File: config.mk
export PLATFORM = sky130hd
export DESIGN_NAME = multdiv_ctrl_flat
export DESIGN_NICKNAME = d
export VERILOG_FILES = /design/src/rtl/multdiv_ctrl_if.sv /design/src/rtl/multdiv_ctrl.sv /design/src/flat_wrapper.sv
export SDC_FILE = /design/constraint.sdc
export NUM_CORES = 1
export LEC_CHECK = 0
export CAP_MARGIN = 20
export CELL_PAD_IN_SITES_DETAIL_PLACEMENT = 0
export CELL_PAD_IN_SITES_GLOBAL_PLACEMENT = 1
export CORE_MARGIN = 2
export CORE_UTILIZATION = 35
export CTS_BUF_LIST = sky130_fd_sc_hd__clkbuf_4
export CTS_CLUSTER_DIAMETER = 120
export DETAILED_ROUTE_END_ITERATION = 7
export DONT_BUFFER_PORTS = 1
export GPL_ROUTABILITY_DRIVEN = 0
export PLACE_DENSITY_LB_ADDON = 0.1
export SYNTH_ARGS = -nofsm -noshare
export SYNTH_HDL_FRONTEND = slang
export SYNTH_SLANG_ARGS = --single-unit
File: constraint.sdc
create_clock -name clock -period 2 [get_ports clock]
set_input_delay 0.4 -clock clock [delete_from_list [all_inputs] [get_ports clock]]
set_output_delay 0.4 -clock clock [all_outputs]
set_load 0.05 [all_outputs]
File: src/rtl/multdiv_ctrl_if.sv
// Bundle between multdiv_ctrl and its neighbours: pipeline request, multdiv unit, writeback.
// slave  : the controller (takes requests, drives multdiv operands/starts and writeback).
// master : the surrounding pipeline / multdiv / writeback side.
interface multdiv_ctrl_if #(
   parameter int TAG_W = 5
);
   // pipeline request
   logic             req_valid;
   logic             req_is_div;
   logic [31:0]      req_a;
   logic [31:0]      req_b;
   logic [TAG_W-1:0] req_tag;
   logic             req_ready;
   logic             flush;
   logic             busy;
   // multdiv unit
   logic [31:0]      md_operandA;
   logic [31:0]      md_operandB;
   logic             md_ctrl_MULT;
   logic             md_ctrl_DIV;
   logic [31:0]      md_result;
   logic             md_exception;
   logic             md_resultRDY;
   // writeback
   logic             wb_valid;
   logic             wb_ready;
   logic [31:0]      wb_result;
   logic             wb_exception;
   logic [TAG_W-1:0] wb_tag;
   logic             wb_timeout;

   modport slave (
      input  req_valid, req_is_div, req_a, req_b, req_tag, flush,
      output req_ready, busy,
      output md_operandA, md_operandB, md_ctrl_MULT, md_ctrl_DIV,
      input  md_result, md_exception, md_resultRDY,
      output wb_valid, wb_result, wb_exception, wb_tag, wb_timeout,
      input  wb_ready
   );

   modport master (
      output req_valid, req_is_div, req_a, req_b, req_tag, flush,
      input  req_ready, busy,
      input  md_operandA, md_operandB, md_ctrl_MULT, md_ctrl_DIV,
      output md_result, md_exception, md_resultRDY,
      input  wb_valid, wb_result, wb_exception, wb_tag, wb_timeout,
      output wb_ready
   );
endinterface

File: src/rtl/multdiv_ctrl.sv
// Purpose : sequences one multiply/divide through the multi-cycle multdiv unit, holding
//           operands stable, issuing the start pulse and handing the result to writeback.
// Latency : accept -> START pulse next cycle -> WAIT; wb_valid the cycle after the first
//           md_resultRDY seen in WAIT (18 cycles with a 16-cycle multdiv); divide-by-zero 1 cycle.
// Backpressure: one op in flight; req_ready low while busy; wb_* held stable until wb_ready.
// Ports   : clock, reset_n (async active-low), bus (multdiv_ctrl_if.slave).
// Option  : define MULTDIV_CTRL_TIMEOUT_EN to enable the WAIT-state watchdog (TIMEOUT_CYCLES).
module multdiv_ctrl #(
   parameter int TAG_W          = 5,
   parameter int TIMEOUT_CYCLES = 64
) (
   input logic           clock,
   input logic           reset_n,
   multdiv_ctrl_if.slave bus
);

   typedef enum logic [1:0] {IDLE, START, WAIT, HOLD} state_t;

   state_t           state, state_nxt;
   logic             accept;
   logic             div_zero;
   logic             timeout_hit;

   logic [31:0]      op_a_q, op_b_q;
   logic [TAG_W-1:0] tag_q;
   logic             md_mult_q, md_div_q;
   logic             wb_valid_q;
   logic [31:0]      wb_result_q;
   logic             wb_exc_q;
   logic             wb_timeout_q;

   assign accept   = (state == IDLE) & bus.req_valid & ~bus.flush;
   assign div_zero = bus.req_is_div & (bus.req_b == 32'd0);

`ifdef MULTDIV_CTRL_TIMEOUT_EN
   localparam int WD_W = $clog2(TIMEOUT_CYCLES + 1);
   logic [WD_W-1:0] wd_cnt;

   // Count reads k-1 in the k-th WAIT cycle, so the last allowed WAIT cycle sees TIMEOUT_CYCLES-1.
   assign timeout_hit = (wd_cnt == WD_W'(TIMEOUT_CYCLES - 1));

   always_ff @(posedge clock or negedge reset_n) begin
      if (!reset_n) begin
         wd_cnt       <= '0;
         wb_timeout_q <= 1'b0;
      end else begin
         if (state == START)
            wd_cnt <= '0;
         else if (state == WAIT)
            wd_cnt <= wd_cnt + 1'b1;

         if ((state == WAIT) && !bus.flush && !bus.md_resultRDY && timeout_hit)
            wb_timeout_q <= 1'b1;
         else if (bus.flush || ((state == HOLD) && bus.wb_ready))
            wb_timeout_q <= 1'b0;
      end
   end
`else
   logic [31:0] unused_timeout_cfg;
   assign unused_timeout_cfg = TIMEOUT_CYCLES;
   assign timeout_hit        = 1'b0;
   assign wb_timeout_q       = 1'b0;
`endif

   always_comb begin
      state_nxt = state;
      case (state)
         IDLE:  if (accept) state_nxt = div_zero ? HOLD : START;
         // Ready is not looked at here: multdiv's counter may still show a stale done.
         START: state_nxt = bus.flush ? IDLE : WAIT;
         WAIT: begin
            if (bus.flush)
               state_nxt = IDLE;
            else if (bus.md_resultRDY || timeout_hit)
               state_nxt = HOLD;
         end
         HOLD:  if (bus.flush || bus.wb_ready) state_nxt = IDLE;
         default: state_nxt = IDLE;
      endcase
   end

   always_ff @(posedge clock or negedge reset_n) begin
      if (!reset_n) begin
         state       <= IDLE;
         op_a_q      <= '0;
         op_b_q      <= '0;
         tag_q       <= '0;
         md_mult_q   <= 1'b0;
         md_div_q    <= 1'b0;
         wb_valid_q  <= 1'b0;
         wb_result_q <= '0;
         wb_exc_q    <= 1'b0;
      end else begin
         state      <= state_nxt;
         // Start pulses are set only on the accepting edge, so they last exactly the START cycle.
         md_mult_q  <= accept & ~div_zero & ~bus.req_is_div;
         md_div_q   <= accept & ~div_zero &  bus.req_is_div;
         wb_valid_q <= (state_nxt == HOLD);

         if (accept) begin
            op_a_q <= bus.req_a;
            op_b_q <= bus.req_b;
            tag_q  <= bus.req_tag;
            if (div_zero) begin
               wb_result_q <= '0;
               wb_exc_q    <= 1'b1;
            end
         end

         if ((state == WAIT) && !bus.flush) begin
            if (bus.md_resultRDY) begin
               wb_result_q <= bus.md_result;
               wb_exc_q    <= bus.md_exception;
            end else if (timeout_hit) begin
               wb_result_q <= '0;
               wb_exc_q    <= 1'b1;
            end
         end
      end
   end

   assign bus.busy         = (state != IDLE);
   assign bus.req_ready    = (state == IDLE) & ~bus.flush;
   assign bus.md_operandA  = op_a_q;
   assign bus.md_operandB  = op_b_q;
   assign bus.md_ctrl_MULT = md_mult_q;
   assign bus.md_ctrl_DIV  = md_div_q;
   assign bus.wb_valid     = wb_valid_q;
   assign bus.wb_result    = wb_result_q;
   assign bus.wb_exception = wb_exc_q;
   assign bus.wb_tag       = tag_q;
   assign bus.wb_timeout   = wb_timeout_q;

endmodule
File: src/flat_wrapper.sv
// flat-port wrapper written by rule: the top's interface ports become plain ports
module multdiv_ctrl_flat 
#(
   parameter int TAG_W          = 5,
   parameter int TIMEOUT_CYCLES = 64
)
  (clock, reset_n, bus_req_valid, bus_req_is_div, bus_req_a, bus_req_b, bus_req_tag, bus_flush, bus_req_ready, bus_busy, bus_md_operandA, bus_md_operandB, bus_md_ctrl_MULT, bus_md_ctrl_DIV, bus_md_result, bus_md_exception, bus_md_resultRDY, bus_wb_valid, bus_wb_result, bus_wb_exception, bus_wb_tag, bus_wb_timeout, bus_wb_ready);
  multdiv_ctrl_if #(.TAG_W(TAG_W)) bus_i ();
  input logic clock;
  input logic reset_n;
  input wire logic [$bits(bus_i.req_valid)-1:0] bus_req_valid;
  input wire logic [$bits(bus_i.req_is_div)-1:0] bus_req_is_div;
  input wire logic [$bits(bus_i.req_a)-1:0] bus_req_a;
  input wire logic [$bits(bus_i.req_b)-1:0] bus_req_b;
  input wire logic [$bits(bus_i.req_tag)-1:0] bus_req_tag;
  input wire logic [$bits(bus_i.flush)-1:0] bus_flush;
  output wire logic [$bits(bus_i.req_ready)-1:0] bus_req_ready;
  output wire logic [$bits(bus_i.busy)-1:0] bus_busy;
  output wire logic [$bits(bus_i.md_operandA)-1:0] bus_md_operandA;
  output wire logic [$bits(bus_i.md_operandB)-1:0] bus_md_operandB;
  output wire logic [$bits(bus_i.md_ctrl_MULT)-1:0] bus_md_ctrl_MULT;
  output wire logic [$bits(bus_i.md_ctrl_DIV)-1:0] bus_md_ctrl_DIV;
  input wire logic [$bits(bus_i.md_result)-1:0] bus_md_result;
  input wire logic [$bits(bus_i.md_exception)-1:0] bus_md_exception;
  input wire logic [$bits(bus_i.md_resultRDY)-1:0] bus_md_resultRDY;
  output wire logic [$bits(bus_i.wb_valid)-1:0] bus_wb_valid;
  output wire logic [$bits(bus_i.wb_result)-1:0] bus_wb_result;
  output wire logic [$bits(bus_i.wb_exception)-1:0] bus_wb_exception;
  output wire logic [$bits(bus_i.wb_tag)-1:0] bus_wb_tag;
  output wire logic [$bits(bus_i.wb_timeout)-1:0] bus_wb_timeout;
  input wire logic [$bits(bus_i.wb_ready)-1:0] bus_wb_ready;
  assign bus_i.req_valid = bus_req_valid;
  assign bus_i.req_is_div = bus_req_is_div;
  assign bus_i.req_a = bus_req_a;
  assign bus_i.req_b = bus_req_b;
  assign bus_i.req_tag = bus_req_tag;
  assign bus_i.flush = bus_flush;
  assign bus_req_ready = bus_i.req_ready;
  assign bus_busy = bus_i.busy;
  assign bus_md_operandA = bus_i.md_operandA;
  assign bus_md_operandB = bus_i.md_operandB;
  assign bus_md_ctrl_MULT = bus_i.md_ctrl_MULT;
  assign bus_md_ctrl_DIV = bus_i.md_ctrl_DIV;
  assign bus_i.md_result = bus_md_result;
  assign bus_i.md_exception = bus_md_exception;
  assign bus_i.md_resultRDY = bus_md_resultRDY;
  assign bus_wb_valid = bus_i.wb_valid;
  assign bus_wb_result = bus_i.wb_result;
  assign bus_wb_exception = bus_i.wb_exception;
  assign bus_wb_tag = bus_i.wb_tag;
  assign bus_wb_timeout = bus_i.wb_timeout;
  assign bus_i.wb_ready = bus_wb_ready;
  multdiv_ctrl #(.TAG_W(TAG_W), .TIMEOUT_CYCLES(TIMEOUT_CYCLES)) u_core (.clock(clock), .reset_n(reset_n), .bus(bus_i));
endmodule
==> results.yml <==
critical_path:
  cpLargestDelayFamily: "flip-flops"
  worstSetupPathType: "reg -> out"
  critPathLaunchType: "register"
  worstPathArrival_ns: 1.51
  crit_slowest_cell: "dfrtp_1"
  reg2reg_slack_ns: 0.29
  crit_path_cell_trace: "buf_4 -> or2_4 -> nor2_4 -> buf_6"
  required_ns: 1.60
  max_stage_delay_ns: 0.40
  worstPathMaxFanout: 6
  end_kind: "primary output"
  critical_path_buf_inv_count: 2
power:
  p_leak_nw: 2.12
  clkPwrFrac_pct: 14.7
  switching_share_pct: 51.9
  power_mw: 7.75
  power_frac_comb_pct: 11.5
  pwr_density_cell_nw_per_um2: 1540
  p_int_mw: 3.73
  seqPwrFrac_pct: 73.8
  power_switching_mw: 4.02
  vdd_drop_max_uv: 614
final_layout:
  final_util_pct: 42.4
  area_growth_pct: 19.3
  nets: 483
  antenna-diode-count: 0
  fill_cells: 1117
  drive_above_1_share_pct: 28.8
timing:
  setup_viol: 0
  finalHoldViolCount: 107
  report.final.slew_viol_count: 0
  timing.final.ws_setup_ns: 0.0864
  layout_min_cycle_time_ns: 1.91
  worst_slew_pin_slew_ns: 0.511
  rsz0062_at_grt: "true"
  skew_ns: 0.0227
  fmax_mhz: 523
  hold_slack_ns: -0.405
  finalCritPeriodShare_pct: 95.7
  maxSlewHeadroom_pct: 66.0
route:
  drc: 0
  routed_wl_um: 9790
  first_pass_iters: 4
  vias_per_cell: 4.99
  drt_iter0_markers: 211
  ant_nets: 0
  via_count: 2627
  wl_per_cell_um: 18.6
yosys:
  synth.top_cell.area_share_pct: 63.5
  synthTopCellsByArea: "dfrtp_1 64%, mux2_2 18%, nand2_1 5.8%, o21ai_0 2.6%, o21ai_2 1.5%"
  synth_seq_area_share_pct: 63.5
  syn_area_sq_um: 4220
  syn_inst: 324
  synth.avg_cell_area_sq_um: 13.0
  ys_warn_count: 0
  yosysTopAreaCell: "dfrtp_1"
  ys_ff_latch: 107
  synth_nets: 433
  synth_cell_type_count: 28
worst_hold_path:
  hp-class: "in -> async"
global_routing:
  grt_pass1_wl_um: 15200
  grt_usage_pct: 15.3
  grt_overflow_total: 0
  grt_antenna_before_repair: 0
  first_global_vias: 2811
  grt_max_degree: 108
die:
  coreArea_sq_um: 11900
  die_w_um: 114
  die-area_sq_um: 12900
  die_h_um: 114
  start_util_pct: 35.5
  rows: 40
  ios: 217
place:
  place_ws_ns: 0.116
  place_hpwl_um: 6610
  port_buffers: 0
flow_run:
  maxCapViolations: 0
run_status:
  status: "complete, but fails checks"
  violations: "negative hold slack"
cts:
  cts_buffers: 9
  cts_tree: "done"
  cts.clk_slew.worst_paths_ns: 0.16
  cts_root_buf: "clkbuf_4"
  clkLatencyLatePin_ns: 0.48
  htreeDepth: 3
  clk_path_buf_depth: 2
  cts_num_sinks: 107
timing repair:
| item | in CTS | in global routing |
|---|---|---|
| endpoints found under the setup margin | 2 | 1 |
| hold endpoints to repair | 140 | 122 |
| setup buffers | 1 | 0 |
| pin swaps | 0 | 0 |
| hold buffers | 33 | 15 |
| gates resized for setup | 3 | 1 |
stage by stage:
stage	hold WS, ns	instances	instance area (sq um)	setup TNS, ns
after floorplan	0.104	324	4220	0
after global placement	0.107	461	4390	0
after detailed placement	0.107	461	4390	0
after CTS	-0.465	511	4880	0
after global routing	-0.484	526	5030	-0.00140
final	-0.405	526	5030	0
synthesized netlist by cell type:
master,n
nand2b_1,2
buf_6,3
nor2b_1,2
o21ai_1,3
o31a_2,1
nor4b_2,1
buf_4,1
clkbuf_1,7
nand3_1,3
o21ai_2,7
and2_2,1
nand2_1,65
a211oi_1,2
nor4_1,6
or2_2,2
buf_2,8
nor2_1,3
nand4_1,1
dfrtp_1,107
or3_2,1
mux2_2,69
and3_1,2
o21a_1,1
conb_1,1
nor3_1,1
nor4b_4,1
and3b_1,1
o21ai_0,22
power by group through the flow:
stage	clock network (mW)	logic (mW)	registers, mW
after floorplan	0	0.703	5.60
after CTS	1.20	0.882	5.74
after global placement	0	0.778	5.80
final	1.14	0.891	5.72
after detailed placement	0	0.821	5.79
after global routing	1.28	1.02	5.82
path summary, 6_finish.rpt:
path,from,to,cells after the start
max,u_core.state[1]$_DFF_PN0_,bus_req_ready,4
min reg2reg,u_core.state[0]$_DFF_PN0_,u_core.state[0]$_DFF_PN0_,1
max reg2reg,u_core.state[1]$_DFF_PN0_,u_core.bus.wb_result[25]$_DFF_PN0_,6
max in group asynchronous,reset_n,u_core.bus.wb_result[1]$_DFF_PN0_,0
min,reset_n,u_core.bus.wb_result[17]$_DFF_PN0_,0
min in group clock,bus_req_a[26],u_core.bus.md_operandA[26]$_DFFE_PN0N_,1
area by class of cell:
cell class | count | area (sq um) | share of cell area [%]
clock buffer | 9 | 67.6 | 1.34
tap | 147 | 184 | 3.66
sequential | 107 | 2680 | 53.2
multi-input combinational | 198 | 1440 | 28.6
clock inverter | 7 | 76.3 | 1.52
timing repair buffer | 58 | 584 | 11.6
layer usage:
metal,part of all wire (%),GRT usage (%),vias to the layer above
met4,2.0,7.56,0
met2,48,23.4,131
met1,40,19.1,1277
met5,0,0,-
li1,-,-,1206
met3,9.6,5.90,13
state kept, by name, summed over array words and instances, names as in the netlist, 2 cells and up:
register,cells
u_core.bus.md_operandA,32
u_core.bus.md_operandB,32
u_core.bus.wb_result,32
u_core.bus.wb_tag,5
u_core.state,2
worst register-to-register path, cell delays in order (launching register included):
cell	delay, ns
dfrtp_1	0.40
buf_4	0.13
nor2b_1	0.13
and2_2	0.29
nor4b_4	0.28
buf_12	0.23
o21ai_0	0.14
placed cells by master (no fill, tap or decap), types with 2 or more instances in the layout:
cell / count
dfrtp_1: 107
mux2_2: 69
nand2_1: 65
dlygate4sd3_1: 48
o21ai_0: 22
clkbuf_4: 9
o21ai_2: 7
buf_4: 7
nor4_1: 6
nand3_1: 3
o21ai_1: 3
nand2b_1: 2
nor2b_1: 2
a211oi_1: 2
nor2_1: 2
and3_1: 2
inv_6: 2
clkinv_4: 2
buf_12: 2
logic make-up (layout without fill, tap and decap cells):
group	Yosys count	count (layout)	synth area share, %
buffers and inverters	19	74	2.55
AOI/OAI and AO/OA	36	36	5.19
DFF	107	107	63.5
and+or+nand+nor	92	92	10.2
other	1	1	0.0889
muxes	69	69	18.4
No activity file was read; power rests on OpenSTA's default activity.
